## src/rtl/pipelined_control_unit.sv

```systemverilog
// Control and hazard unit for the 5-stage RV32I pipeline.
// Decodes in ID, carries controls to WB, resolves branches in EX.
module pipelined_control_unit #(
    parameter int INST_WIDTH   = 32,
    parameter int IMMSEL_WIDTH = 3,
    parameter int ALUSEL_WIDTH = 4,
    parameter bit FWD_EN       = 1'b1
) (
    input  logic                    clk,
    input  logic                    rst_n,
    input  logic [INST_WIDTH-1:0]   inst_id,
    input  logic                    BrEq,
    input  logic                    BrLT,
    output logic [IMMSEL_WIDTH-1:0] ImmSel_id,
    output logic [ALUSEL_WIDTH-1:0] ALUSel_ex,
    output logic [1:0]              ASel_ex,
    output logic                    BSel_ex,
    output logic                    BrUn_ex,
    output logic                    PCSel_ex,
    output logic [1:0]              fwd_a_ex,
    output logic [1:0]              fwd_b_ex,
    output logic                    MemRW_mem,
    output logic [1:0]              WBSel_mem,
    output logic [1:0]              WBSel_wb,
    output logic                    RegWEn_wb,
    output logic [4:0]              rd_wb,
    output logic                    stall,
    output logic                    flush
);

    localparam logic [6:0] OP_R     = 7'b0110011;
    localparam logic [6:0] OP_I     = 7'b0010011;
    localparam logic [6:0] OP_LW    = 7'b0000011;
    localparam logic [6:0] OP_SW    = 7'b0100011;
    localparam logic [6:0] OP_BR    = 7'b1100011;
    localparam logic [6:0] OP_JAL   = 7'b1101111;
    localparam logic [6:0] OP_JALR  = 7'b1100111;
    localparam logic [6:0] OP_LUI   = 7'b0110111;
    localparam logic [6:0] OP_AUIPC = 7'b0010111;

    typedef struct packed {
        logic                    regwen;
        logic                    memrw;
        logic                    branch;
        logic                    jump;
        logic                    is_load;
        logic                    brun;
        logic                    bsel;
        logic [1:0]              asel;
        logic [1:0]              wbsel;
        logic [2:0]              funct3;
        logic [ALUSEL_WIDTH-1:0] alusel;
        logic [4:0]              rd;
        logic [4:0]              rs1;
        logic [4:0]              rs2;
    } id_ex_t;

    typedef struct packed {
        logic       regwen;
        logic       memrw;
        logic [1:0] wbsel;
        logic [4:0] rd;
    } ex_mem_t;

    typedef struct packed {
        logic       regwen;
        logic [1:0] wbsel;
        logic [4:0] rd;
    } mem_wb_t;

    id_ex_t  dec;
    id_ex_t  id_ex;
    ex_mem_t ex_mem;
    mem_wb_t mem_wb;

    logic [6:0]              opcode;
    logic [2:0]              funct3;
    logic [4:0]              rd_f;
    logic                    alt;
    logic                    wr;
    logic                    use1;
    logic                    use2;
    logic [ALUSEL_WIDTH-1:0] alu_fn;
    logic                    hazard;
    logic                    ld_hit;
    logic                    so_hit;
    logic                    cond;
    logic                    unused_bits;

    assign opcode      = inst_id[6:0];
    assign funct3      = inst_id[14:12];
    assign rd_f        = inst_id[11:7];
    assign unused_bits = &{1'b0, inst_id[INST_WIDTH-1:31], inst_id[29:25]};

    always_comb begin
        alu_fn = '0;
        case (funct3)
            3'b000:  alu_fn = alt ? ALUSEL_WIDTH'(1) : ALUSEL_WIDTH'(0);
            3'b001:  alu_fn = ALUSEL_WIDTH'(2);
            3'b010:  alu_fn = ALUSEL_WIDTH'(3);
            3'b011:  alu_fn = ALUSEL_WIDTH'(4);
            3'b100:  alu_fn = ALUSEL_WIDTH'(5);
            3'b101:  alu_fn = alt ? ALUSEL_WIDTH'(7) : ALUSEL_WIDTH'(6);
            3'b110:  alu_fn = ALUSEL_WIDTH'(8);
            default: alu_fn = ALUSEL_WIDTH'(9);
        endcase
    end

    always_comb begin
        dec       = '0;
        ImmSel_id = '0;
        wr        = 1'b0;
        use1      = 1'b0;
        use2      = 1'b0;
        alt       = 1'b0;
        unique case (1'b1)
            (opcode == OP_R): begin
                alt        = inst_id[30];
                dec.alusel = alu_fn;
                dec.wbsel  = 2'd1;
                wr         = 1'b1;
                use1       = 1'b1;
                use2       = 1'b1;
            end
            (opcode == OP_I): begin
                alt        = inst_id[30] & (funct3 == 3'b101);
                dec.alusel = alu_fn;
                dec.bsel   = 1'b1;
                dec.wbsel  = 2'd1;
                wr         = 1'b1;
                use1       = 1'b1;
            end
            (opcode == OP_LW): begin
                dec.bsel    = 1'b1;
                dec.is_load = 1'b1;
                wr          = 1'b1;
                use1        = 1'b1;
            end
            (opcode == OP_SW): begin
                ImmSel_id = IMMSEL_WIDTH'(1);
                dec.bsel  = 1'b1;
                dec.memrw = 1'b1;
                use1      = 1'b1;
                use2      = 1'b1;
            end
            (opcode == OP_BR): begin
                ImmSel_id  = IMMSEL_WIDTH'(2);
                dec.branch = 1'b1;
                dec.brun   = funct3[1];
                dec.funct3 = funct3;
                dec.asel   = 2'd1;
                dec.bsel   = 1'b1;
                use1       = 1'b1;
                use2       = 1'b1;
            end
            (opcode == OP_JAL): begin
                ImmSel_id = IMMSEL_WIDTH'(4);
                dec.jump  = 1'b1;
                dec.asel  = 2'd1;
                dec.bsel  = 1'b1;
                dec.wbsel = 2'd2;
                wr        = 1'b1;
            end
            (opcode == OP_JALR): begin
                dec.jump  = 1'b1;
                dec.bsel  = 1'b1;
                dec.wbsel = 2'd2;
                wr        = 1'b1;
                use1      = 1'b1;
            end
            (opcode == OP_LUI): begin
                ImmSel_id = IMMSEL_WIDTH'(3);
                dec.asel  = 2'd2;
                dec.bsel  = 1'b1;
                dec.wbsel = 2'd1;
                wr        = 1'b1;
            end
            (opcode == OP_AUIPC): begin
                ImmSel_id = IMMSEL_WIDTH'(3);
                dec.asel  = 2'd1;
                dec.bsel  = 1'b1;
                dec.wbsel = 2'd1;
                wr        = 1'b1;
            end
            default: ;
        endcase
        // Writes to x0 are dropped here so no later stage needs an rd != 0 check
        dec.regwen = wr & (rd_f != 5'd0);
        dec.rd     = dec.regwen ? rd_f : 5'd0;
        dec.rs1    = use1 ? inst_id[19:15] : 5'd0;
        dec.rs2    = use2 ? inst_id[24:20] : 5'd0;
    end

    assign ld_hit = id_ex.is_load & (id_ex.rd != 5'd0) &
                    ((dec.rs1 == id_ex.rd) | (dec.rs2 == id_ex.rd));

    assign so_hit = (id_ex.regwen &
                     ((dec.rs1 == id_ex.rd) | (dec.rs2 == id_ex.rd))) |
                    (ex_mem.regwen &
                     ((dec.rs1 == ex_mem.rd) | (dec.rs2 == ex_mem.rd)));

    assign hazard = FWD_EN ? ld_hit : so_hit;

    always_comb begin
        cond = 1'b0;
        case (id_ex.funct3)
            3'b000:         cond = BrEq;
            3'b001:         cond = ~BrEq;
            3'b100, 3'b110: cond = BrLT;
            3'b101, 3'b111: cond = ~BrLT;
            default:        cond = 1'b0;
        endcase
    end

    assign PCSel_ex = id_ex.jump | (id_ex.branch & cond);
    assign flush    = PCSel_ex;
    assign stall    = hazard & ~flush;

    always_comb begin
        fwd_a_ex = 2'b00;
        fwd_b_ex = 2'b00;
        if (FWD_EN) begin
            if (ex_mem.regwen && ex_mem.rd == id_ex.rs1)
                fwd_a_ex = 2'b01;
            else if (mem_wb.regwen && mem_wb.rd == id_ex.rs1)
                fwd_a_ex = 2'b10;
            if (ex_mem.regwen && ex_mem.rd == id_ex.rs2)
                fwd_b_ex = 2'b01;
            else if (mem_wb.regwen && mem_wb.rd == id_ex.rs2)
                fwd_b_ex = 2'b10;
        end
    end

    always_ff @(posedge clk or negedge rst_n) begin
        if (!rst_n) begin
            id_ex  <= '0;
            ex_mem <= '0;
            mem_wb <= '0;
        end else begin
            id_ex         <= (hazard | flush) ? '0 : dec;
            ex_mem.regwen <= id_ex.regwen;
            ex_mem.memrw  <= id_ex.memrw;
            ex_mem.wbsel  <= id_ex.wbsel;
            ex_mem.rd     <= id_ex.rd;
            mem_wb.regwen <= ex_mem.regwen;
            mem_wb.wbsel  <= ex_mem.wbsel;
            mem_wb.rd     <= ex_mem.rd;
        end
    end

    assign ALUSel_ex = id_ex.alusel;
    assign ASel_ex   = id_ex.asel;
    assign BSel_ex   = id_ex.bsel;
    assign BrUn_ex   = id_ex.brun;
    assign MemRW_mem = ex_mem.memrw;
    assign WBSel_mem = ex_mem.wbsel;
    assign WBSel_wb  = mem_wb.wbsel;
    assign RegWEn_wb = mem_wb.regwen;
    assign rd_wb     = mem_wb.rd;

endmodule

```

## config.mk

```make
export PLATFORM = sky130hd
export DESIGN_NAME = pipelined_control_unit
export DESIGN_NICKNAME = d
export VERILOG_FILES = /design/src/rtl/pipelined_control_unit.sv
export SDC_FILE = /design/constraint.sdc
export NUM_CORES = 1
export LEC_CHECK = 0
export BUFFER_PORTS_ARGS = -buffer_cell sky130_fd_sc_hd__buf_2
export CELL_PAD_IN_SITES_DETAIL_PLACEMENT = 1
export CELL_PAD_IN_SITES_GLOBAL_PLACEMENT = 1
export CORE_MARGIN = 2
export CORE_UTILIZATION = 35
export DETAILED_ROUTE_END_ITERATION = 8
export PLACE_DENSITY = 0.83
export SYNTH_ARGS = -nofsm -noshare
export SYNTH_HDL_FRONTEND = slang
export SYNTH_SLANG_ARGS = --single-unit
```

## constraint.sdc

```tcl
create_clock -name clk -period 2 [get_ports clk]
set_clock_uncertainty 0.2 [all_clocks]
set_input_delay 0.3 -clock clk [delete_from_list [all_inputs] [get_ports clk]]
set_output_delay 0.3 -clock clk [all_outputs]
set_load 0.01 [all_outputs]
```

== Yosys cells after proc, flatten, opt, wreduce, memory -nomap -nowiden ==
Index checks and enable logic that the tools add are counted.

* Bitwise operators: 12
* Muxes and demuxes: 27
* Equal/unequal tests: 26
* Reductions and logical operators: 19

{| class="wikitable"
|+ Operators with widths
! cell !! number
|-
| $mux W33 || 1
|-
| $eq A5 B5 Y1 || 6
|-
| $pmux W4 S7 || 1
|-
| $eq A3 B3 Y1 const B || 7
|-
| $eq A7 B6 Y1 const B || 3
|-
| $eq A7 B7 Y1 const B || 3
|-
| $mux W5 || 3
|-
| $eq A7 B5 Y1 const B || 2
|-
| $pmux W3 S4 || 1
|-
| $mux W1 || 11
|-
| $reduce_bool A5 Y1 || 2
|-
| $reduce_or A2 Y1 || 5
|-
| $mux W2 || 4
|-
| $pmux W2 S2 || 2
|-
| $reduce_or A8 Y1 || 1
|-
| $eq A7 B2 Y1 const B || 1
|-
| $reduce_or A7 Y1 || 1
|-
| $and A1 B1 Y1 || 6
|-
| $eq A3 B1 Y1 const B || 2
|-
| $eq A3 B2 Y1 const B || 2
|-
| $logic_not A3 Y1 || 2
|-
| $reduce_or A3 Y1 || 2
|-
| $reduce_or A6 Y1 || 1
|-
| $logic_and A1 B1 Y1 || 4
|-
| other kinds (7) || 11
|}

* Flip-flop bits (word level): 50
* Output and inout bits: 29

== Longest topological paths before layout ==
Gate-level depths: netlist (run 1).

* Depth after elaboration: 9
* Mapped depth: 8
* Gate-level depth less buffers: 6

== Worst setup path before layout (run 1) ==
No wires, ideal clock.

* Path kind: in2out
* Start point: input inst_id[3]
* End point: output stall
* Data required time: 1500 ps
* Path slack: -379 ps
* Arrival time: 1879 ps
* Cell stages on the path: 7
* Path through: and4bb_2 > and3_1 > buf_2 > nand2_1 > a2111o_1 > o21a_1 > nor3_1

* Cells in the longest elaborated chain, start to end: 8
* Elaborated cells on any way between the ends: 17

{| class="wikitable"
|+ Ends and longest elaborated chain
! item !! RTL line !! source
|-
| from (decl) || 11 || <nowiki>input logic [INST_WIDTH-1:0] inst_id,</nowiki>
|-
| $eq A7 B6 Y1, or another cell as far along || 117 || <nowiki>(opcode == OP_R): begin</nowiki>
|-
| $reduce_or A6 Y1 (no source line) or $reduce_or A3 Y1 (tied branches) || n/a ||
|-
| $mux W1 || 116 || <nowiki>unique case (1'b1)</nowiki>
|-
| $mux W5, on equally long branches || 190, 191 ||
|-
| $eq A5 B5 Y1 || n/a ||
|-
| $or A1 B1 Y1 * || n/a ||
|-
| $and A1 B1 Y1 * || 194 || <nowiki>assign ld_hit = id_ex.is_load & (id_ex.rd != 5'd0) &</nowiki>
|-
| $and A1 B1 Y1 * || 217 || <nowiki>assign stall = hazard & ~flush;</nowiki>
|-
| to (decl) || 27 || <nowiki>output logic stall,</nowiki>
|}

Mark *: on every way between the ends. The rest lies on a longest branch, timed or not.

== Worst setup path in the final report (run 1) ==
* Start point: register id_ex[12] (netlist bit)
* End point: output stall

* Cells in the longest elaborated chain, start to end: 4
* Elaborated cells on any way between the ends: 7

{| class="wikitable"
|+ Ends and longest elaborated chain
! item !! RTL line !! source
|-
| from (decl) || 72 || <nowiki>id_ex_t id_ex;</nowiki>
|-
| from (signal assigned) || 240 || <nowiki>id_ex <= (hazard | flush) ? '0 : dec;</nowiki>
|-
| $eq A5 B5 Y1 or $reduce_bool A5 Y1 (tied branches) || n/a ||
|-
| $or A1 B1 Y1 or $and A1 B1 Y1 (tied branches) || n/a ||
|-
| $and A1 B1 Y1 * || 194 ||
|-
| $and A1 B1 Y1 * || 217 ||
|}

Marked as above.

==> results.md, run 1 <==
* GP Congestion at 0.8883
* CTS root buffer: clkbuf_8
* # clock sinks at 48
* Post-Syn Nets at about 280
* Max_slew headroom at 77.17%
* Reg2reg setup slack at -0.36 ns
* Setup CP Type: flip-flop to primary output
* Post-synthesis async set-or-reset flop share at 100.0%
* Routed WL per cell at 19.92 um
* Mux contribution to synthesized area at 0%
* Die area at 7430 um^2
* # setup viols final at 36
* CTS H-tree depth at 2
* Area growth syn-to-layout at 54.81%
* Number of enable flip-flop cells after synthesis at 0
* Overall power at 1.884 mW
* Critical path startpoint category: flip-flop
* Ant. Diodes at 0
* CTS tree: done
* Sequential area share after synthesis at 50.79%
* YS warnings at 0
* Final Util at 56.68%
* Clk buf depth at 2
* Synth Instances at 241
* RSZ-0062 raised after global routing: true
* Status: complete, but fails checks
* Non-filler cells, final at 424
* Cell Rows at 29
* Die H at 86.20 um
* Max_cap viols at 0
* Commonest non-fill, non-tap cell in the layout: buf_2
* Dpl hpwl at 5.167 mm
* Clk Latency, worst-skew pair at 0.31 ns
* Max frequency at 405.5 MHz
* Synth Cell Area at 2365 um^2
* DRT Pass-1 Iters at 4
* Fillers at roughly 730
* DR vias/cell at 5.448
* Synth Area in Adders at 0%
* Critical path capture point type: primary output
* Max Transition Viols Final at 0
* Vias in the first global route at 2408
* Final WL at 8.445 mm
* Crit path time final at 2.466 ns
* Initial antenna violation count at 0
* Setup WS pre-CTS at -0.5208 ns
* First-pass GRT wire length at ~12 mm
* Crit share post-route at 123.3%
* Worst hold path type: primary input to flip-flop
* DRT antenna net count at 0
* Post-synthesis compound-gate area fraction at 9.630%
* Remaining DRCs at 0
* TNS Setup at -9.643 ns
* Total track usage at about a fifth
* Top Ports at 65
* Grt total ovfl at 0
* CTS clk-pin slew, worst paths at 0.10 ns
* Power per cell area at 514.6 nW/um^2
* Post-Synth Simple-Gate Area at 23.97%
* XOR/XNOR Fraction of Synth Area at under 10%
* Crit-path max FO at 2
* DRT iter0 DRCs at 85
* Layout cells sized above 1 at 49.57%
* Critical Path AT at 1.97 ns
* Port bufs at 58
* Most frequent cells in the layout: buf_2, dfrtp_1, buf_4
* Core area at 6459 um^2
* Synth Flop Type: dfrtp_1
* Worst vdd ir at ~390 uV
* Inserted Clock Buffers at 5
* Final hold vios at 0
* Largest family of logic cells by synthesized area: simple AND/OR/NAND/NOR gates
* Largest net degree at the start of global routing at 43
* Die W at 86.20 um
* Synth cell types at between 40 and 50
* Synthesized area per cell at 9.812 um^2
* Failing checks: setup timing
* WP data required at 1.50 ns
* Nets at 382
* Post-route setup slack at -0.4658 ns
* Initial Util at between 30% and 40%
* Vias at 2310
* Fin Hold WS at roughly 0.037 ns
* Slew @ Worst Pin at between 0.3 and 0.4 ns
* Yosys reg bits at 48
* Placed Area at 2985 um^2
* Design Area, Final at 3661 um^2
* P_leak at 1.829 nW
* Placed insts at 398
sequential cells by signal, summed over array words and instances, names as in the netlist:
name and flops:
BSel_ex 1, ex_mem 6, ALUSel_ex 4, WBSel_mem 2, MemRW_mem 1, BrUn_ex 1, RegWEn_wb 1, ASel_ex 2
WBSel_wb 2, rd_wb 5, id_ex 23
path summary, 6_finish.rpt:
check / from / to / cells after the start
hold reg to reg: id_ex[32] / ex_mem[8] / 0
min in group asynchronous: rst_n / rd_wb[4] / 2
setup reg to reg: id_ex[12] / id_ex[32] / 10
hold / removal: inst_id[9] / id_ex[12] / 3
setup / recovery: id_ex[12] / stall / 7
max in group asynchronous: rst_n / id_ex[11] / 3
routing by layer:
metal  part of all wire, %  vias up  global-route usage (%)
met4                   1.7        0                   6.108
met1                    39     1179                   23.43
li1                      -     1046                       -
met3                   3.7       13                   4.476
met5                     0        -                       0
met2                    56       72                   37.56
kinds of logic after synthesis:
logic type | after synthesis
compound gates | 34
xor+xnor | 27
buf+inv | 24
simple gates | 108
flops | 48
power by group:
part	switching, mW	leakage (nW)	total [mW]	internal (mW)
sequential	0.00930	0.665	0.991	0.982
clock	0.343	0.0516	0.626	0.283
combinational	0.153	1.11	0.267	0.114
synth_stat cells (all sizes together), types with 2 or more instances:
cell type | instances | area (um^2)
a211oi | 2 | 15.01
a21oi | 8 | 40.04
and3 | 3 | 18.77
and3b | 3 | 26.28
buf | 12 | 87.58
clkbuf | 7 | 26.28
dfrtp | 48 | 1201
inv | 5 | 18.77
nand2 | 31 | 116.4
nand2b | 3 | 18.77
nand3 | 5 | 25.02
nand3b | 5 | 37.54
nor2 | 12 | 45.04
nor2b | 2 | 12.51
nor3 | 26 | 141.4
nor4 | 11 | 68.82
o21ai | 7 | 35.03
o22ai | 2 | 12.51
xnor2 | 7 | 61.31
xor2 | 20 | 175.2
what timing repair did:
item | CTS | global route
pin swaps | 12 | 21
gates cloned | 2 | 0
endpoints found under the hold margin | 48 | 0
setup buffers | 12 | 7
hold buffers | 1 | 0
setup endpoints to repair | 36 | 37
resized for setup | 20 | 68
worst max-delay path, cell delays in order, from the launching register on:
cell and delay, ns:
dfrtp_1 0.40, inv_2 0.05, a222oi_1 0.35, nor2_1 0.09, a2111o_1 0.34, o21a_1 0.19, nor3_2 0.09, buf_2 0.14
final cells by class:
class	count	area [um^2]	area share [%]
timing repair buffer	117	855.8	23.38
tap	77	96.34	2.632
multi-input combinational	169	1391	38.00
sequential	48	1202	32.84
clock buffer	6	82.58	2.256
clock inverter	2	13.76	0.3759
inverter	5	18.77	0.5126
Power figures use the tool's default switching activity.
==> inputs of run 2 (changes only) <==
--- a/config.mk
+++ b/config.mk
@@ -12,6 +12,7 @@
 export CORE_UTILIZATION = 35
 export DETAILED_ROUTE_END_ITERATION = 8
 export PLACE_DENSITY = 0.83
+export SKIP_LAST_GASP = 1
 export SYNTH_ARGS = -nofsm -noshare
 export SYNTH_HDL_FRONTEND = slang
 export SYNTH_SLANG_ARGS = --single-unit
==> run 2 against run 1 <==
Effect of this change:
- the flow still finishes with violations (setup timing)
- via count is 3.7% lower
- critical endpoint unchanged
- clock power shrank 0.8%
- global-route usage unchanged
- routed wire length shrank 4.7%
- combinational power shrank 3%
==> results.md, run 2 (synthesis results as in run 1) <==
* Setup WS pre-CTS at -0.5208 ns (unchanged)
* Die area at 7430 um^2 (unchanged)
* Post-route setup slack at -0.4115 ns (was -0.4658 ns)
* DR vias/cell at 5.248 (was 5.448)
* Status: complete, but fails checks (unchanged)
* Routed WL per cell at 18.99 um (was 19.92 um)
* Max Transition Viols Final at 0 (unchanged)
* Max_cap viols at 0 (unchanged)
* Largest net degree at the start of global routing at 43 (unchanged)
* Initial antenna violation count at 0 (unchanged)
* Commonest non-fill, non-tap cell in the layout: buf_2 (unchanged)
* Critical path capture point type: primary output (unchanged)
* Design Area, Final at 3636 um^2 (was 3661 um^2)
* Worst vdd ir at 312.9 uV (was 388.9 uV)
* CTS H-tree depth at 2 (unchanged)
* Failing checks: setup timing (unchanged)
* WP data required at 1.50 ns (about the same)
* Final WL at 8.052 mm (was 8.445 mm)
* DRT Pass-1 Iters at 4 (unchanged)
* Crit-path max FO at 2 (unchanged)
* Area growth syn-to-layout at 53.76% (was 54.81%)
* Ant. Diodes at 0 (unchanged)
* Core area at 6459 um^2 (unchanged)
* P_leak at 1.822 nW (was 1.829 nW)
* Fillers at 727 (was 734)
* Die W at 86.20 um (unchanged)
* GP Congestion at 0.8883 (unchanged)
* Dpl hpwl at 5.167 mm (unchanged)
* Inserted Clock Buffers at 5 (unchanged)
* Vias in the first global route at 2408 (unchanged)
* Die H at 86.20 um (unchanged)
* Slew @ Worst Pin at 0.3396 ns (was 0.3389 ns)
* Placed Area at 2985 um^2 (unchanged)
* # setup viols final at 36 (unchanged)
* Most frequent cells in the layout: buf_2, dfrtp_1, buf_4 (unchanged)
* Power per cell area at 514.7 nW/um^2 (was 514.6 nW/um^2)
* Top Ports at 65 (unchanged)
* DRT antenna net count at 0 (unchanged)
* Number of flip-flops under the largest register name at 23 (unchanged)
* First-pass GRT wire length at 11.82 mm (unchanged)
* Cell Rows at 29 (unchanged)
* Crit share post-route at 120.6% (was 123.3%)
* Setup CP Type: flip-flop to primary output (unchanged)
* CTS clk-pin slew, worst paths at 0.10 ns (about the same)
* Critical Path AT at 1.91 ns (was 1.97 ns)
* # clock sinks at 48 (unchanged)
* Final Util at 56.30% (was 56.68%)
* Layout cells sized above 1 at 48.70% (was 49.57%)
* Nets at 382 (unchanged)
* Reg2reg setup slack at -0.30 ns (was -0.36 ns)
* Overall power at 1.872 mW (was 1.884 mW)
* CTS root buffer: clkbuf_8 (unchanged)
* Critical path startpoint category: flip-flop (unchanged)
* Crit path time final at 2.412 ns (was 2.466 ns)
* Largest Register: id_ex (unchanged)
* Final hold vios at 0 (unchanged)
* Max frequency at 414.7 MHz (was 405.5 MHz)
* Max_slew headroom at 77.12% (was 77.17%)
* Port bufs at 58 (unchanged)
* CTS tree: done (unchanged)
* Total track usage at 20.32% (unchanged)
* Grt total ovfl at 0 (unchanged)
* Clk buf depth at 2 (unchanged)
* Worst hold path type: primary input to flip-flop (unchanged)
* Clk Latency, worst-skew pair at 0.31 ns (about the same)
* RSZ-0062 raised after global routing: true (unchanged)
* Remaining DRCs at 0 (unchanged)
* Initial Util at 36.61% (unchanged)
* Vias at 2225 (was 2310)
* DRT iter0 DRCs at 87 (was 85)
-- run 2: area by class of cell --
class | instances | area (um^2) | share of cell area, %
flip-flops and latches | 48 | 1202 | 33.07
well taps | 77 | 96.34 | 2.650
clock inverters | 2 | 13.76 | 0.3785
multi-input cells | 169 | 1374 | 37.78
repair buffers | 117 | 848.3 | 23.33
clock buffers | 6 | 82.58 | 2.271
inverters | 5 | 18.77 | 0.5162
-- run 2: worst paths after layout --
| kind | start | endpoint | cells after the start |
|---|---|---|---|
| worst max-delay path | id_ex[13] | stall | 7 |
| worst min-delay path | inst_id[9] | id_ex[12] | 3 |
| worst max register to register | id_ex[13] | id_ex[32] | 10 |
| worst min register to register | id_ex[32] | ex_mem[8] | 0 |
| max in group asynchronous | rst_n | id_ex[11] | 3 |
| min in group asynchronous | rst_n | rd_wb[4] | 2 |
-- run 2: repair_timing --
item,in CTS,in global routing
gates resized for setup,20,63
buffers inserted,12,7
hold endpoints to repair,48,0
setup endpoints to repair,36,37
cloned,2,0
pin swaps,12,21
hold buffers,1,0
-- run 2: routing by layer --
| metal | vias up | global-route usage (%) | part of all wire, % |
|---|---|---|---|
| met2 | 59 | 37.56 | 55 |
| met1 | 1108 | 23.43 | 39 |
| met4 | 0 | 6.108 | 2.1 |
| met5 | - | 0 | 0 |
| li1 | 1045 | - | - |
| met3 | 13 | 4.476 | 4.0 |
-- run 2: critical path, cell delays in order, from the launching register on --
cell and delay (ns):
dfrtp_1 0.38, inv_1 0.09, a222oi_1 0.31, nor2_1 0.07
a2111o_1 0.33, o21a_1 0.19, nor3_2 0.09, buf_2 0.14
-- run 2: power by group --
group          switching (mW)  internal [mW]  total [mW]  leakage (nW)
combinational           0.146          0.113       0.260          1.10
clock                   0.337          0.283       0.621        0.0516
sequential            0.00923          0.982       0.991         0.665
-- run 2: stage by stage --
stage	setup TNS [ns]	hold WS, ns	std cells
3_5_place_dp	-13.58	-0.04477	398
3_3_place_gp	-10.77	-0.04809	398
6_report	-7.999	0.04768	424
2_1_floorplan	-6.442	-0.1956	241
5_1_grt	-11.80	0.03426	424
4_1_cts	-10.14	0.008447	421
